==> src/rtl/mcpu_ps2_keyboard_if.sv <==
// Key FIFO side of the PS/2 keyboard receiver.
// The CPU consumes the head entry with key_pop.
`timescale 1ns/1ps
interface mcpu_ps2_keyboard_if #(
  parameter int FIFO_AW = 2
);
  logic             key_pop;
  logic [7:0]       keycode;
  logic             key_release;
  logic             key_ext;
  logic             key_valid;
  logic [FIFO_AW:0] fifo_count;
  logic             frame_err;
  logic             overflow;

  modport master (
    input  key_pop,
    output keycode,
    output key_release,
    output key_ext,
    output key_valid,
    output fifo_count,
    output frame_err,
    output overflow
  );

  modport slave (
    output key_pop,
    input  keycode,
    input  key_release,
    input  key_ext,
    input  key_valid,
    input  fifo_count,
    input  frame_err,
    input  overflow
  );
endinterface

==> src/rtl/mcpu_ps2_keyboard.sv <==
// PS/2 device-to-host receiver with E0/F0 prefix folding
// and a show-ahead key FIFO feeding the core's keycode input.
`timescale 1ns/1ps
module mcpu_ps2_keyboard #(
  parameter int FIFO_AW = 2,
  parameter int TIMEOUT = 4000
) (
  input  logic clk,
  input  logic reset,
  input  logic ps2_clk,
  input  logic ps2_data,
  mcpu_ps2_keyboard_if.master kb
);
  localparam int DEPTH = 1 << FIFO_AW;
  localparam int TW = $clog2(TIMEOUT + 1);
  localparam logic [TW-1:0] TO_LAST = TW'(TIMEOUT - 1);

  typedef enum logic [1:0] {
    IDLE, DATA, PARITY, STOP
  } state_t;

  state_t state, state_n;

  logic c_s1, c_s2, c_prev;
  logic d_s1, d_s2;
  logic fall;

  logic [2:0]    bitcnt, bitcnt_n;
  logic [7:0]    shreg, shreg_n;
  logic          par, par_n;
  logic [TW-1:0] tcnt, tcnt_n;
  logic          ext_p, ext_p_n;
  logic          rel_p, rel_p_n;
  logic          push, bad;
  logic          good;

  logic [9:0]       mem [DEPTH];
  logic [FIFO_AW-1:0] wptr, rptr;
  logic [FIFO_AW:0] count;
  logic             empty, full;
  logic             do_pop, do_push, drop;
  logic             err_q, ovf_q;
  logic [9:0]       head;

  always_ff @(posedge clk or negedge reset) begin
    if (!reset) begin
      c_s1   <= 1'b1;
      c_s2   <= 1'b1;
      c_prev <= 1'b1;
      d_s1   <= 1'b1;
      d_s2   <= 1'b1;
    end else begin
      c_s1   <= ps2_clk;
      c_s2   <= c_s1;
      c_prev <= c_s2;
      d_s1   <= ps2_data;
      d_s2   <= d_s1;
    end
  end

  assign fall = c_prev & ~c_s2;
  assign good = d_s2 & (^{shreg, par});

  always_ff @(posedge clk or negedge reset) begin
    if (!reset) begin
      state  <= IDLE;
      bitcnt <= '0;
      shreg  <= '0;
      par    <= 1'b0;
      tcnt   <= '0;
      ext_p  <= 1'b0;
      rel_p  <= 1'b0;
    end else begin
      state  <= state_n;
      bitcnt <= bitcnt_n;
      shreg  <= shreg_n;
      par    <= par_n;
      tcnt   <= tcnt_n;
      ext_p  <= ext_p_n;
      rel_p  <= rel_p_n;
    end
  end

  always_comb begin
    state_n  = state;
    bitcnt_n = bitcnt;
    shreg_n  = shreg;
    par_n    = par;
    ext_p_n  = ext_p;
    rel_p_n  = rel_p;
    push     = 1'b0;
    bad      = 1'b0;
    if (fall || state == IDLE)
      tcnt_n = '0;
    else if (tcnt == '1)
      tcnt_n = tcnt;
    else
      tcnt_n = tcnt + 1'b1;
    if (fall) begin
      unique case (state)
        IDLE: begin
          if (!d_s2) begin
            state_n  = DATA;
            bitcnt_n = '0;
          end
        end
        DATA: begin
          shreg_n  = {d_s2, shreg[7:1]};
          bitcnt_n = bitcnt + 3'd1;
          if (bitcnt == 3'd7)
            state_n = PARITY;
        end
        PARITY: begin
          par_n   = d_s2;
          state_n = STOP;
        end
        STOP: begin
          state_n = IDLE;
          unique case (1'b1)
            !good: begin
              bad     = 1'b1;
              ext_p_n = 1'b0;
              rel_p_n = 1'b0;
            end
            shreg == 8'hE0: ext_p_n = 1'b1;
            shreg == 8'hF0: rel_p_n = 1'b1;
            default: begin
              push    = 1'b1;
              ext_p_n = 1'b0;
              rel_p_n = 1'b0;
            end
          endcase
        end
        default: state_n = IDLE;
      endcase
    end else if (state != IDLE && tcnt == TO_LAST) begin
      // stalled partial frame: abandon it
      state_n = IDLE;
      bad     = 1'b1;
      ext_p_n = 1'b0;
      rel_p_n = 1'b0;
    end
  end

  assign empty   = (count == '0);
  assign full    = (count == (FIFO_AW+1)'(DEPTH));
  assign do_pop  = kb.key_pop & ~empty;
  assign do_push = push & (~full | do_pop);
  assign drop    = push & full & ~do_pop;

  always_ff @(posedge clk) begin
    if (do_push)
      mem[wptr] <= {rel_p, ext_p, shreg};
  end

  always_ff @(posedge clk or negedge reset) begin
    if (!reset) begin
      wptr  <= '0;
      rptr  <= '0;
      count <= '0;
      err_q <= 1'b0;
      ovf_q <= 1'b0;
    end else begin
      err_q <= bad;
      ovf_q <= drop;
      if (do_push)
        wptr <= wptr + 1'b1;
      if (do_pop)
        rptr <= rptr + 1'b1;
      if (do_push && !do_pop)
        count <= count + 1'b1;
      else if (do_pop && !do_push)
        count <= count - 1'b1;
    end
  end

  assign head           = empty ? '0 : mem[rptr];
  assign kb.keycode     = head[7:0];
  assign kb.key_ext     = head[8];
  assign kb.key_release = head[9];
  assign kb.key_valid   = ~empty;
  assign kb.fifo_count  = count;
  assign kb.frame_err   = err_q;
  assign kb.overflow    = ovf_q;
endmodule

==> src/flat_wrapper.sv <==
// flat-port wrapper written by rule: the top's interface ports become plain ports
module mcpu_ps2_keyboard_flat 
#(
  parameter int FIFO_AW = 2,
  parameter int TIMEOUT = 4000
)
  (clk, reset, ps2_clk, ps2_data, kb_key_pop, kb_keycode, kb_key_release, kb_key_ext, kb_key_valid, kb_fifo_count, kb_frame_err, kb_overflow);
  mcpu_ps2_keyboard_if #(.FIFO_AW(FIFO_AW)) kb_i ();
  input  logic clk;
  input  logic reset;
  input  logic ps2_clk;
  input  logic ps2_data;
  input wire logic [$bits(kb_i.key_pop)-1:0] kb_key_pop;
  output wire logic [$bits(kb_i.keycode)-1:0] kb_keycode;
  output wire logic [$bits(kb_i.key_release)-1:0] kb_key_release;
  output wire logic [$bits(kb_i.key_ext)-1:0] kb_key_ext;
  output wire logic [$bits(kb_i.key_valid)-1:0] kb_key_valid;
  output wire logic [$bits(kb_i.fifo_count)-1:0] kb_fifo_count;
  output wire logic [$bits(kb_i.frame_err)-1:0] kb_frame_err;
  output wire logic [$bits(kb_i.overflow)-1:0] kb_overflow;
  assign kb_i.key_pop = kb_key_pop;
  assign kb_keycode = kb_i.keycode;
  assign kb_key_release = kb_i.key_release;
  assign kb_key_ext = kb_i.key_ext;
  assign kb_key_valid = kb_i.key_valid;
  assign kb_fifo_count = kb_i.fifo_count;
  assign kb_frame_err = kb_i.frame_err;
  assign kb_overflow = kb_i.overflow;
  mcpu_ps2_keyboard #(.FIFO_AW(FIFO_AW), .TIMEOUT(TIMEOUT)) u_core (.clk(clk), .reset(reset), .ps2_clk(ps2_clk), .ps2_data(ps2_data), .kb(kb_i));
endmodule
==> config.mk <==
export PLATFORM = sky130hd
export DESIGN_NAME = mcpu_ps2_keyboard_flat
export DESIGN_NICKNAME = d
export VERILOG_FILES = /design/src/rtl/mcpu_ps2_keyboard_if.sv /design/src/rtl/mcpu_ps2_keyboard.sv /design/src/flat_wrapper.sv
export SDC_FILE = /design/constraint.sdc
export NUM_CORES = 1
export LEC_CHECK = 0
export CORE_MARGIN = 2
export CORE_UTILIZATION = 60
export DETAILED_ROUTE_END_ITERATION = 6
export GPL_TIMING_DRIVEN = 0
export PLACE_DENSITY = 0.8
export SETUP_SLACK_MARGIN = 0.02
export SYNTH_ARGS = -nofsm -noshare
export SYNTH_HDL_FRONTEND = slang
export SYNTH_SLANG_ARGS = --single-unit
==> constraint.sdc <==
create_clock -name clk -period 8.5 [get_ports clk]
set_input_delay 1.275 -clock clk [delete_from_list [all_inputs] [get_ports clk]]
set_output_delay 1.275 -clock clk [all_outputs]
set_load 0.005 [all_outputs]
# Yosys cells after proc, flatten, opt, wreduce, memory -nomap -nowiden
# Memory sizes are Yosys's and may differ from the RTL's.
# Index checks and enable logic that the tools add are counted.
dict set report totals {
  register_bits 42
  ramBits 40
  input_bits 5
  output_inout_bits 16
  wordCells 100
  n_memories 1
}
# name depth word_bits read_ports rd_ports_with_merged_regs write_ports line_no
set mem_list {}
lappend mem_list {u_core.mem 4 10 1 0 1 mcpu_ps2_keyboard.sv:37} ;# logic [9:0] mem [DEPTH];
dict set report op_classes {
  addsub 6
  n_eq_ne 16
  n_mux 28
  bitwise 11
  reduce_logical 21
}
# cell count
set op_table {}
lappend op_table {{12-bit equality test, second input constant} 2}
lappend op_table {{12-bit two-way mux} 2}
lappend op_table {{8-bit equality test, second input constant} 2}
lappend op_table {{1-bit two-way mux} 14}
lappend op_table {{12-bit by 1-bit adder with 12-bit output, second input constant} 1}
lappend op_table {{3-bit AND reduction} 4}
lappend op_table {{10-bit two-way mux} 1}
lappend op_table {{3-bit two-way mux} 3}
lappend op_table {{9-bit parity} 1}
lappend op_table {{2-bit two-way mux} 4}
lappend op_table {{2-bit != test, second input constant} 4}
lappend op_table {{2-bit one-hot mux with 4 select lines} 1}
lappend op_table {{2-bit nonzero test} 4}
lappend op_table {{3-bit by 1-bit adder with 3-bit output, second input constant} 2}
lappend op_table {{1-bit bitwise AND} 6}
lappend op_table {{3-bit equality test, second input constant} 2}
lappend op_table {{3-bit != test, second input constant} 2}
lappend op_table {{3-bit one-hot mux with 2 select lines} 1}
lappend op_table {{2-bit by 1-bit adder with 2-bit output, second input constant} 2}
lappend op_table {{2-bit equality test, second input constant} 2}
lappend op_table {{1-bit inverter} 4}
lappend op_table {{1-bit one-hot mux with 2 select lines} 2}
lappend op_table {{2-bit AND reduction} 2}
lappend op_table {{1-bit logical AND} 3}
lappend op_table {{9 further kinds} 11}

# Depth between registers and ports, before layout
dict set report depth {
  depth_word 12
  mapped_depth 10
}

# Least setup slack after synthesis
# No wires, ideal clock.
dict set report synth_timing {
  kind {in2reg}
  from {input port kb_key_pop}
  to {register u_core.count[1], in the netlist u_core.kb.fifo_count[1]}
  setup_ns 0.125
  arrival_time_ns 2.847
  slack_ns 5.528
  cell_stages 6
  n_path_buf 0
  path_cell_list {nor4b_1 -> nor4_4 -> ha_1 -> inv_1 -> fa_1 -> mux2_2}
}
dict set report synth_via {
  elab_chain_cells 6
  word_cells_on_any_way 9
  classes_between {1 x mux; 3 x bitwise; 5 x reduce/logical}
}
# item line_no
set synth_lines {}
lappend synth_lines {{start, declared} flat_wrapper.sv:13} ;# input wire logic [$bits(kb_i.key_pop)-1:0] kb_key_pop;
lappend synth_lines {{1-bit bitwise AND (*)} mcpu_ps2_keyboard.sv:147} ;# assign do_pop = kb.key_pop & ~empty;
lappend synth_lines {{1-bit OR (*)} mcpu_ps2_keyboard.sv:148} ;# assign do_push = push & (~full | do_pop);
lappend synth_lines {{1-bit bitwise AND (*)} mcpu_ps2_keyboard.sv:148}
lappend synth_lines {{named net u_core.do_push} mcpu_ps2_keyboard.sv:41} ;# logic do_pop, do_push, drop;
lappend synth_lines {{1-bit logical NOT} mcpu_ps2_keyboard.sv:172} ;# else if (do_pop && !do_push)
lappend synth_lines {{1-bit logical AND} mcpu_ps2_keyboard.sv:172}
lappend synth_lines {{2-bit nonzero test (no line)} -}
lappend synth_lines {{end signal, assigned} mcpu_ps2_keyboard.sv:171} ;# count <= count + 1'b1;
lappend synth_lines {{end signal, assigned} mcpu_ps2_keyboard.sv:173} ;# count <= count - 1'b1;
lappend synth_lines {{end, declared} mcpu_ps2_keyboard.sv:39} ;# logic [FIFO_AW:0] count;
# Mark *: on every way through the listed nets, which the timed path passes. The rest lies on a longest branch.
# A chain may end at the register's enable or synchronous reset.

# Final worst setup path
dict set report layout_timing {
  from {register u_core.rptr[0]}
  to {output port kb_keycode[5]}
}
dict set report layout_via {
  elab_chain_cells 2
}
# item line_no
set layout_lines {}
lappend layout_lines {{start, declared} mcpu_ps2_keyboard.sv:38} ;# logic [FIFO_AW-1:0] wptr, rptr;
lappend layout_lines {{start signal, assigned} mcpu_ps2_keyboard.sv:169} ;# rptr <= rptr + 1'b1;
lappend layout_lines {{memory 4 x 10 bit} -}
lappend layout_lines {{10-bit two-way mux} mcpu_ps2_keyboard.sv:177} ;# assign head = empty ? '0 : mem[rptr];
lappend layout_lines {{end, declared} flat_wrapper.sv:14} ;# output wire logic [$bits(kb_i.keycode)-1:0] kb_keycode;
# No other way between the ends.

==> out/qor.csv <==
metric,value,unit
GPL Wtd Cong,0.787,
chip width,82.0,µm
CTS Buf Count,9,
Die ar.,0.00673,mm²
Worst Path Required,7220,ps
post-layout min period,3560,ps
"Power, Total",1.17,mW
post-synthesis cell type count,39,
area of the multi-input gates,0.00133,mm²
placed standard-cell area,0.00396,mm²
cell area after synthesis,0.00365,mm²
fin area,0.00416,mm²
# diodes,0,
Worst R2R Setup Slack,5450,ps
crit start category,flip-flop,
Total GRT Usage,21.5,%
setup TNS,0,ps
Final #Nets,313,
Syn Nets,281,
num rows,28,
IO Count,21,
count of flip-flops with a built-in enable after synthesis,40,
crit path DAT,2280,ps
"Setup Fix Bufs, Post-CTS",0,
layout cell share with drive strength beyond 1,16.7,%
worst skew pair latency,350,ps
H-Tree Level Count,3,
"Seq/Total Area, Yosys",61.8,%
post-synthesis cell count,263,
Mapped Avg Cell Area,13.9,µm²
outcome,"finished, final reports clean",
Hold Path End,u_core.c_s2,
post-DP HPWL,4.25,mm
drt pass-1 iters,4,
share of the synthesized area in the top cell type,32.9,%
setup violators final,0,
initial antenna violation count,0,
Pwr Density,282,mW/mm²
number of port buffers,20,
Post-synth ARST share,51.2,%
first-pass GRT wire length,10.4,mm
leak pwr,1.64,nW
Resize count post-CTS,0,
Fill cells,402,
Reg2Reg Depth,10,
initial cell density of the core,62.1,%
Worst slew margin,46.4,%
vias per cell,5.66,
Die Y,82.0,µm
vias in the first global route,2171,
CTS tree,done,
largest net degree at the start of global routing,41,
Reg-to-Reg Start,u_core.shreg[2],
Synth Register Bits,82,
Hold Buf Count CTS,0,
Sink Count,82,
drt drc,0,
worst-margin pin slew,793,ps
CP endpoint kind,output pin,
Worst Hold Depth,0,
register area,0.00226,mm²
"wirelength, routed",6.31,mm
CP Class,flip-flop to output pin,
largest area contributor in the netlist,edfxtp_1,
Max Cap Viol,0,
Final Skew,14.4,ps
Area contributors post-synth,"edfxtp_1 33%, dfrtp_1 25%, mux4_2 6.2%",
grt total ovfl,0,
routed length per instance,16.8,µm
fin crit share,41.8,%
FF-to-FF End,u_core.kb.fifo_count[2],
register clock-pin slew on the reported worst setup and hold paths,90,ps
Final Hold Fails,0,
CTS root buf,clkbuf_8,
Synth Flop Type,edfxtp_1,
Synth Warn #,0,
fmax,0.281,GHz
drt initial violations,108,
Pins Over Slew Limit,0,
peak supply drop,0.000193,V
Via Count,2122,
unrepaired setup endpoints after global routing,false,
final core occ,70.6,%
maximum clock path buffer count,2,
Hold Startpoint,u_core.c_s1,
Area Growth Syn to Fin,13.8,%
CP Max Fanout,10,
antenna-violating nets left,0,
core area,0.00589,mm²
HP Class,flip-flop to flip-flop,
## where the power goes
part	switching (mW)	total (mW)	internal, mW
sequential	0.0576	0.528	0.471
combinational	0.159	0.368	0.209
clock	0.138	0.274	0.136
## per-layer routing
layer	global-route usage, %	up-vias	routed length [µm]
li1	-	1021	-
met1	27.1	1051	2780
met2	35.1	32	3200
met3	4.84	18	165
met4	10.5	0	162
met5	0	-	0
## sequential cells by signal (all words and copies together) (netlist names)
signal                cells
u_core.bitcnt             3
u_core.rel_p              1
u_core.kb.fifo_count      3
u_core.d_s2               1
u_core.mem               40
u_core.shreg              8
u_core.c_s2               1
u_core.c_s1               1
u_core.tcnt              12
u_core.ext_p              1
u_core.c_prev             1
u_core.kb.frame_err       1
u_core.wptr               2
u_core.kb.overflow        1
u_core.par                1
u_core.rptr               2
u_core.d_s1               1
u_core.state              2
## per-stage QoR
stage / instances / hold slack [ps] / worst slack (ps)
2_1_floorplan: 263 / 345 / 5530
3_3_place_gp: 358 / 345 / 4720
3_5_place_dp: 359 / 347 / 4640
4_1_cts: 375 / 353 / 4910
5_1_grt: 375 / 363 / 4800
6_report: 375 / 350 / 4940
## cell type report
class | instances | area share (%)
Timing Repair Buffer | 21 | 5.18
Tap cell | 75 | 2.26
Multi-Input combinational cell | 165 | 32.1
Clock buffer | 10 | 3.07
Inverter | 7 | 0.632
Clock inverter | 6 | 1.60
Buffer | 9 | 0.843
Sequential cell | 82 | 54.3
## synthesized netlist by cell type, drive strengths merged, types with 2 or more instances
| cell | count |
|---|---|
| and3 | 3 |
| a21oi | 5 |
| dfstp | 5 |
| nor2 | 19 |
| or3 | 2 |
| nor4 | 3 |
| clkbuf | 8 |
| a211oi | 2 |
| mux4 | 10 |
| mux2i | 2 |
| nand3 | 14 |
| mux2 | 11 |
| dfrtp | 37 |
| nor3b | 3 |
| nor2b | 3 |
| nand4 | 3 |
| xor2 | 4 |
| xnor2 | 13 |
| inv | 7 |
| and2 | 14 |
| o21ai | 9 |
| edfxtp | 40 |
| ha | 12 |
| nand2 | 14 |
| a31oi | 3 |
| nor3 | 7 |
## cells in the final DEF (no fill, tap or decap), drive strengths merged, types with 2 or more instances in the layout
cell           instances
inv                    8
ha                    12
nand3                 14
clkinvlp               2
dfstp                  5
nand2                 14
xnor2                 13
mux2i                  2
nor3b                  3
xor2                   4
edfxtp                40
and2                  14
o21ai                  9
nor4                   3
nand4                  3
and3                   3
clkinv                 2
buf                    3
a21oi                  5
mux2                  11
nor3                   7
clkdlybuf4s50         19
or3                    2
mux4                  10
dfrtp                 37
nor2b                  3
clkbuf                18
nor2                  19
a211oi                 2
a31oi                  3
## cell families (layout without fill, tap and decap cells)
| family | Yosys count | in the layout | synth area share, % |
|---|---|---|---|
| flip-flops | 82 | 82 | 61.8 |
| AO/OA/AOI/OAI | 22 | 22 | 3.49 |
| adder cells (fa/ha/maj) | 13 | 13 | 4.66 |
| multiplexers | 23 | 23 | 10.2 |
| buffers and inverters | 16 | 53 | 1.68 |
| XOR/XNOR | 18 | 18 | 4.69 |
| AND/OR/NAND/NOR | 89 | 89 | 13.5 |
## critical path, stage by stage (launching register included)
cell             delay (ps)
dfrtp_1                 420
buf_2                   360
mux4_2                  550
and2_1                  170
clkdlybuf4s50_1         430
## how the worst max path moves through the flow
stage,from,end,slack [ps],depth (start not counted)
CTS,u_core.rptr[0],kb_keycode[5],4910,4
detailed placement,kb_key_pop,u_core.kb.fifo_count[1],4640,7
finish,u_core.rptr[0],kb_keycode[5],4940,4
floorplan,kb_key_pop,u_core.kb.fifo_count[1],5530,6
global route,u_core.rptr[0],kb_keycode[5],4800,4
global placement,kb_key_pop,u_core.kb.fifo_count[1],4720,7
Power figures use the tool's default switching activity.
